<file path="src/rtl/core_ctrl_pkg.sv">
// rtl/core_ctrl_pkg.sv - shared types, state encodings and helpers for the pipeline control unit
package core_ctrl_pkg;

   localparam int REG_ADDR_W  = 5;
   localparam int INST_ADDR_W = 32;

   typedef logic [REG_ADDR_W-1:0]  reg_addr_t;
   typedef logic [INST_ADDR_W-1:0] inst_addr_t;

   typedef enum logic [1:0] {
      CTRL_RUN       = 2'd0,
      CTRL_STALL_RAW = 2'd1,
      CTRL_STALL_BUS = 2'd2,
      CTRL_FLUSH     = 2'd3
   } ctrl_state_e;

   localparam logic HOLD_ENABLE  = 1'b1;
   localparam logic HOLD_DISABLE = 1'b0;

   // A source operand depends on an in-flight write only if it is really read and is not x0.
   function automatic logic src_match(input logic used, input reg_addr_t rs, input reg_addr_t rd);
      return used && (rs != '0) && (rs == rd);
   endfunction

endpackage

</file>
<file path="src/rtl/core_ctrl_if.sv">
// rtl/core_ctrl_if.sv - hazard inputs and stage control outputs between the pipeline and its controller
interface core_ctrl_if;
   import core_ctrl_pkg::*;

   logic        id_valid;
   reg_addr_t   id_rs1;
   reg_addr_t   id_rs2;
   logic        id_rs1_used;
   logic        id_rs2_used;
   logic        id_reg_we;
   reg_addr_t   id_rd;
   logic        ex_jump_flag;
   inst_addr_t  ex_jump_addr;
   logic        bus_hold_req;

   logic        hold_pc;
   logic        hold_if_id;
   logic        hold_id_ex;
   logic        flush_if_id;
   logic        flush_id_ex;
   logic        jump_flag_out;
   inst_addr_t  jump_addr_out;
   logic [1:0]  ctrl_state;
   logic [31:0] stall_cnt;

   // Pipeline side: reports hazards, obeys stage controls.
   modport master (
      output id_valid, id_rs1, id_rs2, id_rs1_used, id_rs2_used, id_reg_we, id_rd,
      output ex_jump_flag, ex_jump_addr, bus_hold_req,
      input  hold_pc, hold_if_id, hold_id_ex, flush_if_id, flush_id_ex,
      input  jump_flag_out, jump_addr_out, ctrl_state, stall_cnt
   );

   // Controller side.
   modport slave (
      input  id_valid, id_rs1, id_rs2, id_rs1_used, id_rs2_used, id_reg_we, id_rd,
      input  ex_jump_flag, ex_jump_addr, bus_hold_req,
      output hold_pc, hold_if_id, hold_id_ex, flush_if_id, flush_id_ex,
      output jump_flag_out, jump_addr_out, ctrl_state, stall_cnt
   );

endinterface

</file>
<file path="src/rtl/core_ctrl_scoreboard.sv">
// rtl/core_ctrl_scoreboard.sv - in-flight register write tracker and RAW hazard detection
module core_ctrl_scoreboard
   import core_ctrl_pkg::*;
#(
   parameter int WB_LATENCY = 2
) (
   input  logic      clk,
   input  logic      rst,
   input  logic      shift_en_i,
   input  logic      load_valid_i,
   input  reg_addr_t load_rd_i,
   input  logic      id_valid_i,
   input  reg_addr_t id_rs1_i,
   input  reg_addr_t id_rs2_i,
   input  logic      id_rs1_used_i,
   input  logic      id_rs2_used_i,
   output logic      raw_hazard_o
);

   logic      valid_q [WB_LATENCY];
   reg_addr_t rd_q    [WB_LATENCY];

   // Age every in-flight write by one slot per advancing cycle; the oldest one reaches the register file and drops out.
   always_ff @(posedge clk) begin
      if (rst) begin
         for (int i = 0; i < WB_LATENCY; i++) begin
            valid_q[i] <= 1'b0;
            rd_q[i]    <= '0;
         end
      end else if (shift_en_i) begin
         valid_q[0] <= load_valid_i;
         rd_q[0]    <= load_rd_i;
         for (int i = 1; i < WB_LATENCY; i++) begin
            valid_q[i] <= valid_q[i-1];
            rd_q[i]    <= rd_q[i-1];
         end
      end
   end

   // Any pending write to a register the ID instruction reads is a hazard, since nothing is forwarded.
   always_comb begin
      raw_hazard_o = 1'b0;
      for (int i = 0; i < WB_LATENCY; i++) begin
         if (valid_q[i] && (src_match(id_rs1_used_i, id_rs1_i, rd_q[i]) ||
                            src_match(id_rs2_used_i, id_rs2_i, rd_q[i]))) begin
            raw_hazard_o = id_valid_i;
         end
      end
   end

endmodule

</file>
<file path="src/rtl/core_ctrl.sv">
// rtl/core_ctrl.sv - per-cycle advance/hold/flush decision for the IF/ID/EX stages
module core_ctrl
   import core_ctrl_pkg::*;
#(
   parameter int WB_LATENCY   = 2,
   parameter int FLUSH_CYCLES = 2
) (
   input  logic       clk,
   input  logic       rst,
   core_ctrl_if.slave bus
);

   ctrl_state_e state_q, state_d;
   logic [1:0]  flush_cnt_q, flush_cnt_d;
   logic [31:0] stall_cnt_q, stall_cnt_d;

   logic       raw_hazard;
   logic       hold_pc, hold_if_id, hold_id_ex;
   logic       flush_if_id, flush_id_ex;
   logic       jump_flag;
   inst_addr_t jump_addr;
   logic       issue;
   logic       sb_load;

   // Only an instruction that actually leaves ID this cycle becomes an in-flight write.
   assign issue   = !hold_id_ex && !flush_id_ex;
   assign sb_load = bus.id_valid && bus.id_reg_we && (bus.id_rd != '0) && issue;

   core_ctrl_scoreboard #(
      .WB_LATENCY (WB_LATENCY)
   ) u_scoreboard (
      .clk           (clk),
      .rst           (rst),
      .shift_en_i    (!bus.bus_hold_req),
      .load_valid_i  (sb_load),
      .load_rd_i     (bus.id_rd),
      .id_valid_i    (bus.id_valid),
      .id_rs1_i      (bus.id_rs1),
      .id_rs2_i      (bus.id_rs2),
      .id_rs1_used_i (bus.id_rs1_used),
      .id_rs2_used_i (bus.id_rs2_used),
      .raw_hazard_o  (raw_hazard)
   );

   // Prioritised decision: bus wait freezes everything and defers a jump; a jump beats the wrong-path hazard.
   always_comb begin
      state_d     = CTRL_RUN;
      flush_cnt_d = flush_cnt_q;
      hold_pc     = HOLD_DISABLE;
      hold_if_id  = HOLD_DISABLE;
      hold_id_ex  = HOLD_DISABLE;
      flush_if_id = 1'b0;
      flush_id_ex = 1'b0;
      jump_flag   = 1'b0;
      jump_addr   = '0;
      if (bus.bus_hold_req) begin
         state_d    = CTRL_STALL_BUS;
         hold_pc    = HOLD_ENABLE;
         hold_if_id = HOLD_ENABLE;
         hold_id_ex = HOLD_ENABLE;
      end else if (bus.ex_jump_flag) begin
         state_d     = CTRL_FLUSH;
         jump_flag   = 1'b1;
         jump_addr   = bus.ex_jump_addr;
         flush_if_id = 1'b1;
         flush_id_ex = 1'b1;
         flush_cnt_d = 2'(FLUSH_CYCLES - 1);
      end else if (flush_cnt_q != 2'd0) begin
         state_d     = CTRL_FLUSH;
         flush_if_id = 1'b1;
         flush_cnt_d = flush_cnt_q - 2'd1;
      end else if (raw_hazard) begin
         state_d     = CTRL_STALL_RAW;
         hold_pc     = HOLD_ENABLE;
         hold_if_id  = HOLD_ENABLE;
         flush_id_ex = 1'b1;
      end
   end

   // Saturating count of cycles in which the PC was held.
   always_comb begin
      stall_cnt_d = stall_cnt_q;
      if (hold_pc && (stall_cnt_q != 32'hFFFF_FFFF)) begin
         stall_cnt_d = stall_cnt_q + 32'd1;
      end
   end

   // Record this cycle's decision, the remaining flush cycles and the stall count.
   always_ff @(posedge clk) begin
      if (rst) begin
         state_q     <= CTRL_RUN;
         flush_cnt_q <= 2'd0;
         stall_cnt_q <= 32'd0;
      end else begin
         state_q     <= state_d;
         flush_cnt_q <= flush_cnt_d;
         stall_cnt_q <= stall_cnt_d;
      end
   end

   assign bus.hold_pc       = hold_pc;
   assign bus.hold_if_id    = hold_if_id;
   assign bus.hold_id_ex    = hold_id_ex;
   assign bus.flush_if_id   = flush_if_id;
   assign bus.flush_id_ex   = flush_id_ex;
   assign bus.jump_flag_out = jump_flag;
   assign bus.jump_addr_out = jump_addr;
   assign bus.ctrl_state    = state_q;
   assign bus.stall_cnt     = stall_cnt_q;

endmodule

</file>
<file path="src/flat_wrapper.sv">
// flat-port wrapper written by rule: the top's interface ports become plain ports
module core_ctrl_flat import core_ctrl_pkg::*;
#(
   parameter int WB_LATENCY   = 2,
   parameter int FLUSH_CYCLES = 2
)
  (clk, rst, bus_id_valid, bus_id_rs1, bus_id_rs2, bus_id_rs1_used, bus_id_rs2_used, bus_id_reg_we, bus_id_rd, bus_ex_jump_flag, bus_ex_jump_addr, bus_bus_hold_req, bus_hold_pc, bus_hold_if_id, bus_hold_id_ex, bus_flush_if_id, bus_flush_id_ex, bus_jump_flag_out, bus_jump_addr_out, bus_ctrl_state, bus_stall_cnt);
  core_ctrl_if bus_i ();
  input  logic clk;
  input  logic rst;
  input wire logic [$bits(bus_i.id_valid)-1:0] bus_id_valid;
  input wire logic [$bits(bus_i.id_rs1)-1:0] bus_id_rs1;
  input wire logic [$bits(bus_i.id_rs2)-1:0] bus_id_rs2;
  input wire logic [$bits(bus_i.id_rs1_used)-1:0] bus_id_rs1_used;
  input wire logic [$bits(bus_i.id_rs2_used)-1:0] bus_id_rs2_used;
  input wire logic [$bits(bus_i.id_reg_we)-1:0] bus_id_reg_we;
  input wire logic [$bits(bus_i.id_rd)-1:0] bus_id_rd;
  input wire logic [$bits(bus_i.ex_jump_flag)-1:0] bus_ex_jump_flag;
  input wire logic [$bits(bus_i.ex_jump_addr)-1:0] bus_ex_jump_addr;
  input wire logic [$bits(bus_i.bus_hold_req)-1:0] bus_bus_hold_req;
  output wire logic [$bits(bus_i.hold_pc)-1:0] bus_hold_pc;
  output wire logic [$bits(bus_i.hold_if_id)-1:0] bus_hold_if_id;
  output wire logic [$bits(bus_i.hold_id_ex)-1:0] bus_hold_id_ex;
  output wire logic [$bits(bus_i.flush_if_id)-1:0] bus_flush_if_id;
  output wire logic [$bits(bus_i.flush_id_ex)-1:0] bus_flush_id_ex;
  output wire logic [$bits(bus_i.jump_flag_out)-1:0] bus_jump_flag_out;
  output wire logic [$bits(bus_i.jump_addr_out)-1:0] bus_jump_addr_out;
  output wire logic [$bits(bus_i.ctrl_state)-1:0] bus_ctrl_state;
  output wire logic [$bits(bus_i.stall_cnt)-1:0] bus_stall_cnt;
  assign bus_i.id_valid = bus_id_valid;
  assign bus_i.id_rs1 = bus_id_rs1;
  assign bus_i.id_rs2 = bus_id_rs2;
  assign bus_i.id_rs1_used = bus_id_rs1_used;
  assign bus_i.id_rs2_used = bus_id_rs2_used;
  assign bus_i.id_reg_we = bus_id_reg_we;
  assign bus_i.id_rd = bus_id_rd;
  assign bus_i.ex_jump_flag = bus_ex_jump_flag;
  assign bus_i.ex_jump_addr = bus_ex_jump_addr;
  assign bus_i.bus_hold_req = bus_bus_hold_req;
  assign bus_hold_pc = bus_i.hold_pc;
  assign bus_hold_if_id = bus_i.hold_if_id;
  assign bus_hold_id_ex = bus_i.hold_id_ex;
  assign bus_flush_if_id = bus_i.flush_if_id;
  assign bus_flush_id_ex = bus_i.flush_id_ex;
  assign bus_jump_flag_out = bus_i.jump_flag_out;
  assign bus_jump_addr_out = bus_i.jump_addr_out;
  assign bus_ctrl_state = bus_i.ctrl_state;
  assign bus_stall_cnt = bus_i.stall_cnt;
  core_ctrl #(.WB_LATENCY(WB_LATENCY), .FLUSH_CYCLES(FLUSH_CYCLES)) u_core (.clk(clk), .rst(rst), .bus(bus_i));
endmodule
</file>
<file path="config.mk">
export PLATFORM = sky130hd
export DESIGN_NAME = core_ctrl_flat
export DESIGN_NICKNAME = d
export VERILOG_FILES = /design/src/rtl/core_ctrl_pkg.sv /design/src/rtl/core_ctrl_if.sv /design/src/rtl/core_ctrl_scoreboard.sv /design/src/rtl/core_ctrl.sv /design/src/flat_wrapper.sv
export SDC_FILE = /design/constraint.sdc
export NUM_CORES = 1
export LEC_CHECK = 0
export CAP_MARGIN = 10
export CELL_PAD_IN_SITES_DETAIL_PLACEMENT = 1
export CELL_PAD_IN_SITES_GLOBAL_PLACEMENT = 2
export CORE_ASPECT_RATIO = 0.5
export CORE_MARGIN = 2
export CORE_UTILIZATION = 21
export CTS_CLUSTER_DIAMETER = 100
export DETAILED_ROUTE_END_ITERATION = 10
export PLACE_DENSITY = 0.8
export SYNTH_ARGS = -nofsm -noshare
export SYNTH_HDL_FRONTEND = slang
export SYNTH_HIERARCHICAL = 1
export SYNTH_SLANG_ARGS = --single-unit
</file>
<file path="constraint.sdc">
create_clock -name clk -period 2.6 [get_ports clk]
set_input_delay 0.52 -clock clk [delete_from_list [all_inputs] [get_ports clk]]
set_output_delay 0.52 -clock clk [all_outputs]
set_load 0.02 [all_outputs]
</file>
---- Word level (Yosys, flattened, before mapping) ----
Memory sizes are Yosys's and may differ from the RTL's.
Index checks and enable logic that the tools add are counted.
Widths: inputs -> output; s select.
word-level totals
  flip-flop bits (word level) ............. 36
  latch bits .............................. 0
  RAM bits ................................ 12
  memory bits (read-only) ................. 0
  bits of input ports ..................... 55
  output and inout port bits .............. 72
  logic and storage cells ................. 73
  memories ................................ 2
memories
  memory                       depth  bits a word  read ports  clocked after Yosys merged registers in  wr ports  RTL line                    text
  u_core.u_scoreboard.rd_q     2      5            2           0                                        2         core_ctrl_scoreboard.sv:21  reg_addr_t rd_q [WB_LATENCY];
  u_core.u_scoreboard.valid_q  2      1            2           0                                        2         core_ctrl_scoreboard.sv:20  logic valid_q [WB_LATENCY];
cells by class
  add/subtract/negate cells ............... 2
  multipliers ............................. 0
  divide/modulo/power cells ............... 0
  order comparisons ....................... 0
  eq/ne operators ......................... 5
  shifts and indexed selects .............. 0
  muxes and demuxes ....................... 31
  bitwise gates (word level) .............. 5
  reductions and logical operators ........ 24
operators with widths
  cell                   number
  $mux 32                2
  $add 32x1->32 const B  1
  $ne 32x32->1 const B   1
  $mux 1                 22
  $eq 5x5->1             4
  $reduce_bool 5->1      3
  $logic_and 1x1->1      13
  $mux 2                 5
  $mux 5                 2
  $or 1x1->1             4
  $reduce_bool 2->1      2
  $logic_not 1->1        2
  $logic_or 1x1->1       2
  $reduce_and 2->1       1
  $reduce_or 2->1        1
  $sub 2x1->2 const B    1
  $not 1->1              1

---- Longest topological paths before layout ----
  word-level depth ........................ 15
  gate-level depth with buffers ........... 11
  gate-level depth less buffers ........... 9

---- By module ----
Netlist, hierarchy kept.
by module, submodules not included
  module                instances  cells each  area an instance (um^2)  sequential area each (um^2)
  core_ctrl             1          265         2,185.8                  720.7
  core_ctrl_scoreboard  1          64          720.7                    360.3

---- Worst setup path after synthesis ----
No wires, ideal clock.
  path kind ............................... input port to flip-flop
  start point ............................. input bus_id_rs2[4]
  end point ............................... register u_core.stall_cnt_q[31] (netlist: u_core/bus.stall_cnt[31])
  setup time .............................. 0.070 ns
  data arrival time ....................... 2.516 ns
  required time ........................... 2.530 ns
  path slack .............................. 0.013 ns
  cell stages on the path ................. 11
  path buffers ............................ 2
  cells stage by stage .................... xor2_1 -> nor4_1 -> a22oi_1 -> o22ai_1 -> and3b_1 -> buf_2 -> o2111a_4 -> nand3_4 -> buf_6 -> or4_1 -> a21oi_1
between the ends
  word-level cells in the longest chain between the ends .. 12
  elaborated cells on any way between the ends .. 17
  those cells by class .................... 2 x eq/ne; 6 x mux; 9 x reduce/logical
ends and longest elaborated chain
  what                            RTL line                    text
  start: declaration              flat_wrapper.sv:13          input wire logic [$bits(bus_i.id_rs2)-1:0] bus_id_rs2;
  $reduce_bool 5->1               core_ctrl_pkg.sv:22         return used && (rs != '0) && (rs == rd);
  $logic_and 1x1->1 (2 in a row)  core_ctrl_pkg.sv:22
  $logic_or 1x1->1                core_ctrl_scoreboard.sv:44  if (valid_q[i] && (src_match(id_rs1_used_i, id_rs1_i, rd_q[i]) ||
  $logic_and 1x1->1               core_ctrl_scoreboard.sv:44
  $mux 1                          core_ctrl_scoreboard.sv:44
  $mux 1 *                        core_ctrl_scoreboard.sv:44
  net u_core.raw_hazard           core_ctrl.sv:17             logic raw_hazard;
  $mux 1 *                        core_ctrl.sv:72             end else if (raw_hazard) begin
  $mux 1 *                        core_ctrl.sv:68             end else if (flush_cnt_q != 2'd0) begin
  $mux 1 *                        core_ctrl.sv:61             end else if (bus.ex_jump_flag) begin
  $mux 1 *                        core_ctrl.sv:56             if (bus.bus_hold_req) begin
  $logic_and 1x1->1 *             core_ctrl.sv:83             if (hold_pc && (stall_cnt_q != 32'hFFFF_FFFF)) begin
  end signal: assignment          core_ctrl.sv:97             stall_cnt_q <= stall_cnt_d;
  end: declaration                core_ctrl.sv:15             logic [31:0] stall_cnt_q, stall_cnt_d;
The timed path passes the listed nets; every way through them passes the cells marked *.
A chain may end at the register's enable or synchronous reset.

---- Worst setup path after layout ----
  start point ............................. input bus_id_rs1[2]
  end point ............................... output bus_hold_pc
between the ends
  word-level cells in the longest chain between the ends .. 11
  elaborated cells on any way between the ends .. 16
  those cells by class .................... 2 x eq/ne; 6 x mux; 8 x reduce/logical
ends and longest elaborated chain
  what                            RTL line                    text
  start: declaration              flat_wrapper.sv:12          input wire logic [$bits(bus_i.id_rs1)-1:0] bus_id_rs1;
  $reduce_bool 5->1               core_ctrl_pkg.sv:22
  $logic_and 1x1->1 (2 in a row)  core_ctrl_pkg.sv:22
  $logic_or 1x1->1                core_ctrl_scoreboard.sv:44
  $logic_and 1x1->1               core_ctrl_scoreboard.sv:44
  $mux 1                          core_ctrl_scoreboard.sv:44
  $mux 1 *                        core_ctrl_scoreboard.sv:44
  net u_core.raw_hazard           core_ctrl.sv:17
  $mux 1 *                        core_ctrl.sv:72
  $mux 1 *                        core_ctrl.sv:68
  $mux 1 *                        core_ctrl.sv:61
  $mux 1 *                        core_ctrl.sv:56
  end: declaration                flat_wrapper.sv:21          output wire logic [$bits(bus_i.hold_pc)-1:0] bus_hold_pc;
Marked as above.

==> results.py <==
metrics = {
    "pwr": {
        "power_density_nw_per_um2": 366,
        "p_leak_nw": 1.96,
        "peakVddDrop_v": 0.000194,
    },
    "synth": {
        "synth_seq_area_share_pct": 37.2,
        "yosys.area.top_type": "dfxtp_1",
        "synth_seq_cells": 48,
        "syn_nets": 386,
        "synth.cell_area_um2": 2910,
        "synth_edf_count": 12,
        "ys_types": 54,
        "async_reset_ff_share_pct": 0,
        "ys_warn_count": 6,
        "synthTopCellsByArea": "dfxtp_1 (25%), edfxtp_1 (12%), and2_1 (11%), xor2_1 (6.0%), nor2_1 (3.7%)",
        "synth_top_area_share_pct": 24.8,
        "avgSynthCellArea_um2": 8.83,
        "synth-main-ff-cell": "dfxtp_1",
        "synth_cells": 329,
        "yosysMostFrequentCell": "and2_1",
        "synth_commonest_cells": "and2_1 (49), dfxtp_1 (36), nor2_1 (29)",
    },
    "die": {
        "rows": 30,
        "die_height_um": 87.2,
        "initial_core_util_pct": 21.4,
        "die_area_um2": 14900,
        "ios": 127,
        "die_w_um": 170,
        "core_um2": 13600,
    },
    "timing": {
        "fin_crit_sh_pct": 105,
        "worstMarginPinSlew_ns": 0.616,
        "max_slew_margin_pct": 58.9,
        "skew_ns": 0.00807,
        "fmax_mhz": 368,
        "fin_crit_ns": 2.72,
        "setup_ws_ns": -0.119,
        "hold_viol_final": 0,
        "setup-violations-final": 21,
        "finalMaxSlewViolations": 0,
        "rsz0062_at_grt": "true",
    },
    "clocking": {
        "clk_pin_slew_ns": 0.06,
        "worstSkewPairLatency_ns": 0.29,
        "tritoncts": "yes",
        "root_buffer": "clkbuf_16",
        "cts_buffers": 5,
        "clkSinkCount": 48,
        "cts_htree_levels": 2,
        "clock_path_buffers": 2,
        "cts_hold_buf": 0,
    },
    "finish": {
        "multi_input_area_um2": 1940,
        "design_area_um2": 4980,
        "nets": 544,
        "diodes": 0,
        "regArea_um2": 1080,
        "drive_gt1_share_pct": 24.2,
        "nFillCells": 1564,
        "synthToLayoutAreaGrowth_pct": 71.3,
        "final_core_util_pct": 36.7,
    },
    "worst_setup_path": {
        "rr_worst_depth": 10,
        "crit_path_max_fanout": 3,
        "crit_path_max_incr_delay_ns": 0.56,
        "critPathBufInv": 4,
        "cp.required_ns": 2.08,
        "crit_chain": "buf_4, or4_4, o21ai_4, o22ai_4, and3b_2, buf_4, nor2_2, inv_2, buf_6",
        "arrival_ns": 2.20,
        "start_kind": "input port",
        "crit_family": "simple AND/OR/NAND/NOR gates",
        "crit_top_cell": "buf_4",
        "cp_slowest_cell": "or4_4",
        "crit_type": "in2out",
        "cp.depth": 9,
        "cp-end-kind": "primary output",
    },
    "status": {
        "violations": "setup timing",
        "run_status": "finished with violations",
    },
    "route": {
        "drt-total-wl_mm": 10.3,
        "via_per_inst": 4.41,
        "drt_iter0_drc": 66,
        "num_vias": 3000,
        "firstDrtPassIters": 4,
        "drc": 0,
        "wl_per_cell_um": 15.1,
        "ant_nets": 0,
    },
    "hold_path": {
        "holdPathStages": 1,
        "hold_class": "reg2reg",
    },
    "grt": {
        "track_usage_pct": 12.9,
        "first_global_vias": 2943,
        "grt_max_degree": 22,
        "grt_first_pass_wirelength_mm": 15.2,
        "overflow": 0,
        "antenna_found_initial": 0,
    },
    "place": {
        "dp_hpwl_mm": 7.47,
        "place_ws_ns": -0.951,
        "dpl-instance-area_um2": 4510,
        "globalplace.congestion": 0.804,
        "portBuffers": 126,
    },
    "run": {
        "cap_violations": 0,
    },
}
==> placed cells by master (no fill, tap or decap), types with 6 or more instances in the layout <==
cell              n
clkdlybuf4s50_1  79
and2_1           49
buf_4            37
dfxtp_1          36
dlygate4sd2_1    34
nor2_1           25
xor2_1           18
a21oi_1          14
edfxtp_1         12
buf_6            10
inv_1            10
xnor2_1           9
nand3_1           8
nand4_1           7
and4_1            7
o31ai_1           7
nand2_1           7
nor2b_1           6
or4_4             6
a21oi_2           6
==> per-stage QoR <==
step	instances	setup TNS (ns)	power [W]	hold WS, ns
3_5_place_dp	657	-27.33	0.00116	0.478
4_1_cts	673	-1.84	0.00183	0.491
6_report	680	-1.27	0.00182	0.484
2_1_floorplan	329	0	0.000960	0.437
5_1_grt	680	-6.10	0.00191	0.517
3_3_place_gp	657	-26.12	0.00116	0.458
==> power breakdown <==
part	total, W	switching, W	internal, W
logic	0.000351	0.000169	0.000182
clock network	0.000665	0.000285	0.000380
registers	0.000807	0.0000197	0.000788
==> cells by family (layout without fill, tap and decap cells) <==
| kind of cell | after synthesis | count (layout) | synth area share (%) |
|---|---|---|---|
| adders and majority gates | 2 | 2 | 0.861 |
| buffers and inverters | 30 | 188 | 5.38 |
| and+or+nand+nor | 154 | 155 | 32.1 |
| muxes | 5 | 5 | 2.02 |
| xor gates and xnor gates | 29 | 29 | 8.74 |
| DFF | 48 | 48 | 37.2 |
| AOI/OAI and AO/OA | 61 | 61 | 13.7 |
==> metal layers <==
metal	vias to the layer above	track usage [%]	wire length, um
met2	35	22.9	5300
met4	0	2.56	62
met5	-	0	0
met1	1471	16.5	4670
met3	8	2.36	227
li1	1486	-	-
==> state kept, by name, indices dropped and copies added (netlist names) <==
signal	cells
u_core/bus.stall_cnt	32
u_core/flush_cnt_q	2
u_core/u_scoreboard/rd_q	10
u_core/bus.ctrl_state	2
u_core/u_scoreboard/valid_q	2
==> cell type report <==
cell class	count	area share, %
timing repair buffer	169	30.8
tap	192	4.83
clock inverter	2	0.201
multi-input combinational	252	38.9
inverter	11	0.829
sequential	48	21.7
clock buffer	6	2.79
==> timing repair <==
action,4_1_cts,5_1_grt
gates cloned,1,0
buffers inserted,8,7
resized for setup,94,53
pin swaps,29,31
setup endpoints to repair,67,36
==> worst paths after layout <==
check        slack (ns)                      startpoint                       end
max               -0.12                   bus_id_rs1[2]               bus_hold_pc
min                0.48           u_core/flush_cnt_q[0]     u_core/flush_cnt_q[0]
max reg2reg       -0.11  u_core/u_scoreboard/rd_q[0][4]  u_core/bus.stall_cnt[22]
min reg2reg        0.48           u_core/flush_cnt_q[0]     u_core/flush_cnt_q[0]
No activity file was read; power rests on OpenSTA's default activity.
